## src/rtl/add_share_arbiter_pkg.sv

```systemverilog
// Shared types and constants for the shared-adder arbiter.
package add_share_arbiter_pkg;

    localparam int unsigned NREQ_DEF = 4;
    localparam int unsigned OPW      = 8;

    typedef enum logic [1:0] {
        IDLE = 2'd0,
        EXEC = 2'd1,
        DONE = 2'd2
    } state_e;

endpackage

```

## src/rtl/add_share_arbiter_if.sv

```systemverilog
// Requester/result bus for add_share_arbiter.
interface add_share_arbiter_if
    import add_share_arbiter_pkg::*;
#(
    parameter int unsigned NREQ = NREQ_DEF,
    parameter int unsigned IDW  = 2
);

    logic [NREQ-1:0]     REQ;
    logic [OPW*NREQ-1:0] A_BUS;
    logic [OPW*NREQ-1:0] B_BUS;
    logic [NREQ-1:0]     GNT;
    logic [OPW-1:0]      OUT;
    logic                CARRY;
    logic [IDW-1:0]      OUT_ID;
    logic                OUT_VALID;
    logic                OUT_READY;
    logic                BUSY;

    modport master (
        output REQ, A_BUS, B_BUS, OUT_READY,
        input  GNT, OUT, CARRY, OUT_ID, OUT_VALID, BUSY
    );

    modport slave (
        input  REQ, A_BUS, B_BUS, OUT_READY,
        output GNT, OUT, CARRY, OUT_ID, OUT_VALID, BUSY
    );

endinterface

```

## src/rtl/ADD.sv

```systemverilog
// 8-bit combinational adder with carry-out.
module ADD (
    input  logic [7:0] A,
    input  logic [7:0] B,
    output logic [7:0] S,
    output logic       CO
);

    assign {CO, S} = {1'b0, A} + {1'b0, B};

endmodule

```

## src/rtl/add_rr_pick.sv

```systemverilog
// Combinational round-robin picker: first requester at or after ptr_i, wrapping.
module add_rr_pick #(
    parameter int unsigned NREQ = 4,
    parameter int unsigned IDW  = 2
) (
    input  logic [NREQ-1:0] req_i,
    input  logic [IDW-1:0]  ptr_i,
    output logic [NREQ-1:0] win_o,
    output logic [IDW-1:0]  idx_o,
    output logic            any_o
);

    logic [IDW-1:0] cand;

    // Scan from farthest to nearest so the requester closest to ptr_i is written last.
    always_comb begin
        win_o = '0;
        idx_o = '0;
        any_o = |req_i;
        cand  = '0;
        for (int unsigned k = 0; k < NREQ; k++) begin
            cand = IDW'((32'(ptr_i) + NREQ - 1 - k) % NREQ);
            if (req_i[cand]) begin
                win_o       = '0;
                win_o[cand] = 1'b1;
                idx_o       = cand;
            end
        end
    end

endmodule

```

## src/rtl/add_share_arbiter.sv

```systemverilog
// Round-robin arbiter sharing one 8-bit ADD between NREQ requesters,
// with a registered result held under a valid/ready handshake.
module add_share_arbiter
    import add_share_arbiter_pkg::*;
#(
    parameter int unsigned NREQ = NREQ_DEF,
    parameter int unsigned IDW  = 2
) (
    input  logic              CLK,
    input  logic              RESET,
    add_share_arbiter_if.slave bus
);

    state_e          state_q, state_d;
    logic [IDW-1:0]  ptr_q, ptr_d;
    logic [IDW-1:0]  id_q, id_d;
    logic [OPW-1:0]  opa_q, opa_d;
    logic [OPW-1:0]  opb_q, opb_d;
    logic [NREQ-1:0] gnt_q, gnt_d;
    logic [OPW-1:0]  out_q, out_d;
    logic            carry_q, carry_d;
    logic [IDW-1:0]  out_id_q, out_id_d;
    logic            valid_q, valid_d;

    logic [NREQ-1:0] pick_win;
    logic [IDW-1:0]  pick_idx;
    logic            pick_any;
    logic [OPW-1:0]  sum_lo;
    logic            sum_co;

    add_rr_pick #(.NREQ(NREQ), .IDW(IDW)) u_pick (
        .req_i (bus.REQ),
        .ptr_i (ptr_q),
        .win_o (pick_win),
        .idx_o (pick_idx),
        .any_o (pick_any)
    );

    ADD u_add (
        .A  (opa_q),
        .B  (opb_q),
        .S  (sum_lo),
        .CO (sum_co)
    );

    // State and datapath registers; reset overrides every transition.
    always_ff @(posedge CLK) begin
        if (RESET) begin
            state_q  <= IDLE;
            ptr_q    <= '0;
            id_q     <= '0;
            opa_q    <= '0;
            opb_q    <= '0;
            gnt_q    <= '0;
            out_q    <= '0;
            carry_q  <= 1'b0;
            out_id_q <= '0;
            valid_q  <= 1'b0;
        end else begin
            state_q  <= state_d;
            ptr_q    <= ptr_d;
            id_q     <= id_d;
            opa_q    <= opa_d;
            opb_q    <= opb_d;
            gnt_q    <= gnt_d;
            out_q    <= out_d;
            carry_q  <= carry_d;
            out_id_q <= out_id_d;
            valid_q  <= valid_d;
        end
    end

    // Next-state: grant and capture in IDLE, add in EXEC, hold result until accepted in DONE.
    always_comb begin
        state_d  = state_q;
        ptr_d    = ptr_q;
        id_d     = id_q;
        opa_d    = opa_q;
        opb_d    = opb_q;
        gnt_d    = '0;
        out_d    = out_q;
        carry_d  = carry_q;
        out_id_d = out_id_q;
        valid_d  = valid_q;
        case (state_q)
            IDLE: begin
                if (pick_any) begin
                    opa_d   = bus.A_BUS[32'(pick_idx)*OPW +: OPW];
                    opb_d   = bus.B_BUS[32'(pick_idx)*OPW +: OPW];
                    id_d    = pick_idx;
                    gnt_d   = pick_win;
                    state_d = EXEC;
                end
            end
            EXEC: begin
                out_d    = sum_lo;
                carry_d  = sum_co;
                out_id_d = id_q;
                valid_d  = 1'b1;
                state_d  = DONE;
            end
            DONE: begin
                if (bus.OUT_READY) begin
                    valid_d = 1'b0;
                    ptr_d   = IDW'((32'(id_q) + 1) % NREQ);
                    state_d = IDLE;
                end
            end
            default: state_d = IDLE;
        endcase
    end

    assign bus.GNT       = gnt_q;
    assign bus.OUT       = out_q;
    assign bus.CARRY     = carry_q;
    assign bus.OUT_ID    = out_id_q;
    assign bus.OUT_VALID = valid_q;
    assign bus.BUSY      = (state_q != IDLE);

endmodule

```

## src/flat_wrapper.sv

```systemverilog
// flat-port wrapper written by rule: the top's interface ports become plain ports
module add_share_arbiter_flat import add_share_arbiter_pkg::*;
#(
    parameter int unsigned NREQ = NREQ_DEF,
    parameter int unsigned IDW  = 2
)
  (CLK, RESET, bus_REQ, bus_A_BUS, bus_B_BUS, bus_OUT_READY, bus_GNT, bus_OUT, bus_CARRY, bus_OUT_ID, bus_OUT_VALID, bus_BUSY);
  add_share_arbiter_if #(.NREQ(NREQ), .IDW(IDW)) bus_i ();
  input  logic CLK;
  input  logic RESET;
  input wire logic [$bits(bus_i.REQ)-1:0] bus_REQ;
  input wire logic [$bits(bus_i.A_BUS)-1:0] bus_A_BUS;
  input wire logic [$bits(bus_i.B_BUS)-1:0] bus_B_BUS;
  input wire logic [$bits(bus_i.OUT_READY)-1:0] bus_OUT_READY;
  output wire logic [$bits(bus_i.GNT)-1:0] bus_GNT;
  output wire logic [$bits(bus_i.OUT)-1:0] bus_OUT;
  output wire logic [$bits(bus_i.CARRY)-1:0] bus_CARRY;
  output wire logic [$bits(bus_i.OUT_ID)-1:0] bus_OUT_ID;
  output wire logic [$bits(bus_i.OUT_VALID)-1:0] bus_OUT_VALID;
  output wire logic [$bits(bus_i.BUSY)-1:0] bus_BUSY;
  assign bus_i.REQ = bus_REQ;
  assign bus_i.A_BUS = bus_A_BUS;
  assign bus_i.B_BUS = bus_B_BUS;
  assign bus_i.OUT_READY = bus_OUT_READY;
  assign bus_GNT = bus_i.GNT;
  assign bus_OUT = bus_i.OUT;
  assign bus_CARRY = bus_i.CARRY;
  assign bus_OUT_ID = bus_i.OUT_ID;
  assign bus_OUT_VALID = bus_i.OUT_VALID;
  assign bus_BUSY = bus_i.BUSY;
  add_share_arbiter #(.NREQ(NREQ), .IDW(IDW)) u_core (.CLK(CLK), .RESET(RESET), .bus(bus_i));
endmodule
```

## config.mk

```make
export PLATFORM = sky130hd
export DESIGN_NAME = add_share_arbiter_flat
export DESIGN_NICKNAME = d
export VERILOG_FILES = /design/src/rtl/add_share_arbiter_pkg.sv /design/src/rtl/add_share_arbiter_if.sv /design/src/rtl/ADD.sv /design/src/rtl/add_rr_pick.sv /design/src/rtl/add_share_arbiter.sv /design/src/flat_wrapper.sv
export SDC_FILE = /design/constraint.sdc
export NUM_CORES = 1
export LEC_CHECK = 0
export CORE_MARGIN = 5
export CORE_UTILIZATION = 41
export DETAILED_ROUTE_END_ITERATION = 6
export PLACE_DENSITY = 0.89
export REMOVE_ABC_BUFFERS = 1
export SETUP_SLACK_MARGIN = 0.2
export SKIP_CTS_REPAIR_TIMING = 1
export SYNTH_ARGS = -nofsm -noshare
export SYNTH_HDL_FRONTEND = slang
export SYNTH_SLANG_ARGS = --single-unit
```

## constraint.sdc

```tcl
create_clock -name CLK -period 3.3 [get_ports CLK]
set_input_delay 0.495 -clock CLK [delete_from_list [all_inputs] [get_ports CLK]]
set_output_delay 0.495 -clock CLK [all_outputs]
set_load 0.005 [all_outputs]
```

* Word-level counts from Yosys, hierarchy flattened
Index checks and enable logic that the tools add are counted.
** Word-level totals
- Word-level logic and storage cells :: 75
- Bits in writable memories :: 0
- Register bits :: 38
- Latch bits :: 0
- Output and inout bits :: 17
- Input bits :: 71
- ROM bits :: 0
- Memories kept :: 0
** Cells by class
- Bitwise logic cells :: 2
- Shifts and indexed selects :: 2
- $mul :: 0
- Muxes and demuxes :: 29
- Equal/unequal tests :: 4
- $add $sub $neg :: 7
- Div/mod/pow operators :: 0
- $lt $le $gt $ge :: 8
- Reductions and logical operators :: 13
** Operators with widths (number)
- 32-bit by 6-bit variable part select with 8-bit output :: 2
- 4-bit two-way mux :: 4
- 2-bit by 3-bit less-than comparator with 1-bit output, second input constant :: 4
- 2-bit two-way mux :: 6
- 8-bit by 8-bit adder with 9-bit output :: 1
- 1-bit two-way mux :: 9
- 1-bit binary-select mux with 2-bit select :: 4
- 1-bit demux with 2-bit select :: 4
- 2-bit by 1-bit greater-or-equal comparator with 1-bit output, second input constant :: 4
- 2-bit AND reduction :: 4
- 2-bit one-hot mux with 3 select lines :: 1
- 2-bit by 1-bit subtractor with 2-bit output, second input constant :: 3
- 2-bit by 1-bit adder with 2-bit output, second input constant :: 2
- 1-bit logical AND :: 4
- 2-bit nonzero test :: 2
- 4-bit OR reduction :: 1
- 3-bit OR reduction :: 1
- 2-bit by 1-bit == test with 1-bit output, second input constant :: 1
- 2-bit == test, second input constant :: 1
- 2-bit logical NOT :: 1
- 2-bit by 1-bit inequality test with 1-bit output, second input constant :: 1
- 2-bit inequality test, second input constant :: 1
- 1-bit NOT :: 2
- 1-bit one-hot mux with 2 select lines :: 1
- 2-bit subtractor, second input constant :: 1

* Longest topological paths before layout
- Depth in word-level cells :: 10
- Depth in mapped cells :: 10
- Gate-level depth less buffers :: 8

* Modules after synthesis
From an unflattened synthesis, not the netlist that was laid out.
** Unflattened totals
- Cell total of the unflattened synthesis :: 260
- Area, all modules :: 2568.7 um^2
** By module, submodules not included
- add_share_arbiter :: instances 1, area an instance 1671.6 um^2, cells an instance 139
- add_rr_pick :: instances 1, area an instance 573.0 um^2, cells an instance 79
- ADD :: instances 1, area an instance 324.1 um^2, cells an instance 42

* Least setup slack after synthesis
Ideal clock, no wire load.
- Path type :: reg2reg
- Start :: register u_core.ptr_q[0]
- End :: register u_core.opa_q[0]
- Library setup time :: 0.117 ns
- Buffers on the path :: 2
- Slack :: 0.138 ns
- Data arrival time :: 3.045 ns
- Cell stages (with the launch flop) :: 11
- Cell sequence :: dfxtp_1 -> buf_2 -> inv_1 -> ha_1 -> mux4_2 -> nor3_1 -> o21ai_0 -> a22oi_4 -> buf_6 -> mux4_2 -> a22o_1
** On the way
- Longest elaborated chain between the ends :: 9
** Ends and longest elaborated chain
- start, declared :: RTL line add_share_arbiter.sv:15 : logic [IDW-1:0] ptr_q, ptr_d;
- start signal, assigned :: RTL line add_share_arbiter.sv:61 : ptr_q <= ptr_d;
- 2-bit by 1-bit adder with 2-bit output (*) :: RTL line add_rr_pick.sv:22 : cand = IDW'((32'(ptr_i) + NREQ - 1 - k) % NREQ);
- 2-bit by 1-bit subtractor with 2-bit output (*) :: RTL line add_rr_pick.sv:22
- 2-bit by 1-bit subtractor with 2-bit output or 1-bit binary-select mux with 2-bit select (tied branches) :: RTL line add_rr_pick.sv:22, add_rr_pick.sv:23
- 1-bit binary-select mux with 2-bit select or 1-bit two-way mux (tied branches) :: RTL line add_rr_pick.sv:23 : if (req_i[cand]) begin
- 1-bit two-way mux (implied by the code) or 2-bit two-way mux (tied branches) :: RTL line add_rr_pick.sv:23
- 2-bit two-way mux (2 in a row) :: RTL line add_rr_pick.sv:23
- 2-bit two-way mux (*) :: RTL line add_rr_pick.sv:23
- 32-bit by 6-bit variable part select with 8-bit output (*) :: RTL line add_share_arbiter.sv:88 : opa_d = bus.A_BUS[32'(pick_idx)*OPW +: OPW];
- end signal, assigned :: RTL line add_share_arbiter.sv:63 : opa_q <= opa_d;
- end, declared :: RTL line add_share_arbiter.sv:17 : logic [OPW-1:0] opa_q, opa_d;
Mark *: on every way between the ends. The rest lies on a longest branch, timed or not. The select of a mux whose other input is x is not followed.
A chain may end at the register's enable or synchronous reset.

* Worst setup path after layout
- Start :: register u_core.ptr_q[1]
- End :: register u_core.opb_q[2]
** On the way
- Longest elaborated chain between the ends :: 9
** Ends and longest elaborated chain
- 2-bit by 1-bit adder with 2-bit output (*) :: RTL line add_rr_pick.sv:22
- 2-bit by 1-bit subtractor with 2-bit output (*) :: RTL line add_rr_pick.sv:22
- 2-bit by 1-bit subtractor with 2-bit output or 1-bit binary-select mux with 2-bit select (tied branches) :: RTL line add_rr_pick.sv:22, add_rr_pick.sv:23
- 1-bit binary-select mux with 2-bit select or 1-bit two-way mux (tied branches) :: RTL line add_rr_pick.sv:23
- 1-bit two-way mux (implied by the code) or 2-bit two-way mux (tied branches) :: RTL line add_rr_pick.sv:23
- 2-bit two-way mux (2 in a row) :: RTL line add_rr_pick.sv:23
- 2-bit two-way mux (*) :: RTL line add_rr_pick.sv:23
- 32-bit by 6-bit variable part select with 8-bit output (*) :: RTL line add_share_arbiter.sv:89 : opb_d = bus.B_BUS[32'(pick_idx)*OPW +: OPW];
- end signal, assigned :: RTL line add_share_arbiter.sv:64 : opb_q <= opb_d;
- end, declared :: RTL line add_share_arbiter.sv:18 : logic [OPW-1:0] opb_q, opb_d;
Marked as above.

==> results.py <==
metrics = {
    "yosys": {
        "synth_top_area_frac": 0.3172,
        "ys.flop_type": "dfxtp_1",
        "synth_edf_count": 0,
        "yosysWarnings": 0,
        "synth-seq-area-share": 0.3172,
        "ys_seq_elements": 38,
        "async_flop_share": 0,
        "synth_cell_types": 42,
        "netlist_area_sq_um": 2399,
        "postSynthCellCount": 231,
        "syn_area_per_cell_sq_um": 10.38,
        "yosysTopAreaCell": "dfxtp_1",
        "synth_area_leaders": "dfxtp_1 32%, mux4_2 11%, ha_1 8.3%",
    },
    "min_path": {
        "min_path_type": "register to register",
        "holdPathStages": 2,
    },
    "pwr": {
        "ir_worst_vdd_mv": 0.2328,
        "total_power_uw": 1546,
        "power.density_nw_per_um2": 437.6,
        "p_leak_uw": 0.001385,
    },
    "placed_design": {
        "dp_hpwl_um": 4910,
        "finalWeightedCongestion": 0.8985,
        "port_buffers": 87,
    },
    "drt": {
        "drc": 0,
        "viasPerCell": 5.621,
        "dr_total_vias": 2237,
        "drt_wl_total_um": 6247,
        "detail-route-antenna-nets": 0,
        "drt-pass1-iter-count": 4,
        "drt_iter0_drc": 150,
        "wire_per_inst_um": 15.70,
    },
    "sta": {
        "fmax_mhz": 345.7,
        "drv_slew": 0,
        "rsz0062_at_grt": "false",
        "tightest_slew_ps": 710.4,
        "fin_crit_ps": 2893,
        "skew_ps": 8.607,
        "holdWs_ps": 465.7,
        "finalSetupViolCount": 0,
        "fin_crit_sh": 0.8766,
        "final-hold-violation-count": 0,
        "max_slew_margin": 0.5141,
    },
    "setup_path": {
        "worstRegToRegCells": 9,
        "rrSetupSlack_ps": 410,
        "worst_ep_required_time_ps": 3490,
        "start_kind": "register",
        "cp_data_arrival_time_ps": 3080,
        "setup.worst_path.end": "u_core.opb_q[2]",
        "critPathMaxFanout": 17,
        "startpoint": "u_core.ptr_q[1]",
        "crit_type": "register to register",
        "reg2reg_to": "u_core.opb_q[2]",
        "critPathCaptureType": "register",
        "timing.rr.start": "u_core.ptr_q[1]",
    },
    "cells_and_area": {
        "drive_gt1_frac": 0.1196,
        "final_core_util": 0.6299,
        "fill_cells": 470,
        "n_antenna_cell": 0,
        "nets": 413,
        "layout_commonest_cell": "clkdlybuf4s50_1",
        "synthToLayoutAreaGrowth_pct": 47.26,
        "final_cell_mix": "87 x clkdlybuf4s50_1, 37 x dfxtp_1, 20 x nand2_1",
    },
    "global_route": {
        "grt_overflow": 0,
        "antenna_found_initial": 0,
        "grt_max_degree": 18,
        "grt_first_pass_wirelength_um": 10350,
        "grt_pass1_vias": 2291,
        "grt_usage": 0.1709,
    },
    "status": {
        "status": "completed",
    },
    "clock_tree": {
        "clock-sinks": 38,
        "htree_levels": 2,
        "cts_buffer_depth": 2,
        "insertion_delay_ps": 300,
        "numCtsBuffers": 5,
        "cts.clk_slew.worst_paths_ps": 80,
        "cts_root_buf": "clkbuf_8",
        "tritoncts": "yes",
    },
    "floorplan": {
        "design.core.area_sq_um": 5608,
        "dieArea_sq_um": 7480,
        "rows": 27,
        "io_pins": 88,
        "die_h_um": 86.49,
        "die_w_um": 86.49,
        "initial_core_util": 0.4277,
    },
    "flow_run": {
        "cap_violations": 0,
    },
}
state kept, by name, summed over array words and instances (netlist names):
register and flops:
u_core.bus.CARRY 1, u_core.bus.GNT 4, u_core.bus.OUT 8, u_core.bus.OUT_ID 2
u_core.bus.OUT_VALID 1, u_core.id_q 2, u_core.opa_q 8, u_core.opb_q 8
u_core.ptr_q 2, u_core.state_q 2
cells in the mapped netlist (all sizes together) (2+ instances only):
| master | instances |
|---|---|
| nor2 | 16 |
| mux2 | 2 |
| nand2b | 4 |
| a21o | 3 |
| o21ai | 8 |
| buf | 4 |
| a21oi | 17 |
| or3b | 2 |
| xnor2 | 5 |
| o21bai | 3 |
| nand3 | 8 |
| nor2b | 2 |
| or3 | 6 |
| dfxtp | 38 |
| a211oi | 5 |
| nand2 | 20 |
| mux2i | 3 |
| inv | 6 |
| clkbuf | 6 |
| nor3 | 3 |
| a221oi | 4 |
| a22o | 16 |
| mux4 | 18 |
| o311ai | 2 |
| ha | 16 |
cells by family (layout without fill, tap and decap cells):
family          Yosys count  count (layout)  synth area share
mux                      23              23            0.2003
buf+inv                  17             112           0.03651
compound gates           64              64            0.1998
flops                    38              38            0.3172
fa+ha+maj                17              17           0.09181
simple gates             66              66            0.1325
xor+xnor                  6               6           0.02191
how the worst min path moves through the flow:
stage	from	slack, ps	end
CTS	u_core.bus.OUT[4]	470	u_core.bus.OUT[4]
global placement	u_core.bus.OUT[4]	440	u_core.bus.OUT[4]
global route	u_core.bus.OUT[4]	500	u_core.bus.OUT[4]
detailed placement	u_core.bus.OUT_ID[0]	460	u_core.bus.OUT_ID[0]
finish	u_core.bus.OUT[1]	470	u_core.bus.OUT[1]
floorplan	u_core.bus.OUT[3]	440	u_core.bus.OUT[3]
metrics by stage:
stage	cell area [sq um]	TNS, ps	setup WS, ps	cells
3_5_place_dp	3378	0	188.8	389
6_report	3532	0	407.1	398
3_3_place_gp	3378	0	242.9	389
2_1_floorplan	2337	-541.6	-62.40	221
5_1_grt	3532	0	229.1	398
4_1_cts	3521	0	248.2	397
power breakdown:
group          switching (uW)  total, uW  internal [uW]
Sequential               37.5        551            514
Clock                     172        495            323
Combinational             209        500            291
Total                     418       1550           1130
layer usage:
metal  wire, um  track usage  vias up
li1           -            -     1078
met1       2628       0.2113     1060
met2       3118       0.3011       90
met3        422      0.03042        9
met4         78      0.05241        0
met5          0            0        -
final cells by class:
cell class,count,area (sq um),share of cell area
clock buffer,6,82.58,0.02338
timing repair buffer,97,958.4,0.2713
tap,72,90.09,0.02550
clock inverter,2,60.06,0.01700
inverter,7,26.28,0.007439
multi-input combinational,176,1553,0.4396
sequential,38,762.0,0.2157
critical path: stages (launching register included):
cell and delay, ps:
dfxtp_2 390, inv_1 110, ha_2 410, mux4_2 400, nor3_1 180, o21ai_0 150, a22oi_4 170, buf_12 190
mux4_1 570, a22o_1 200
(Power assumes the default switching activity.)
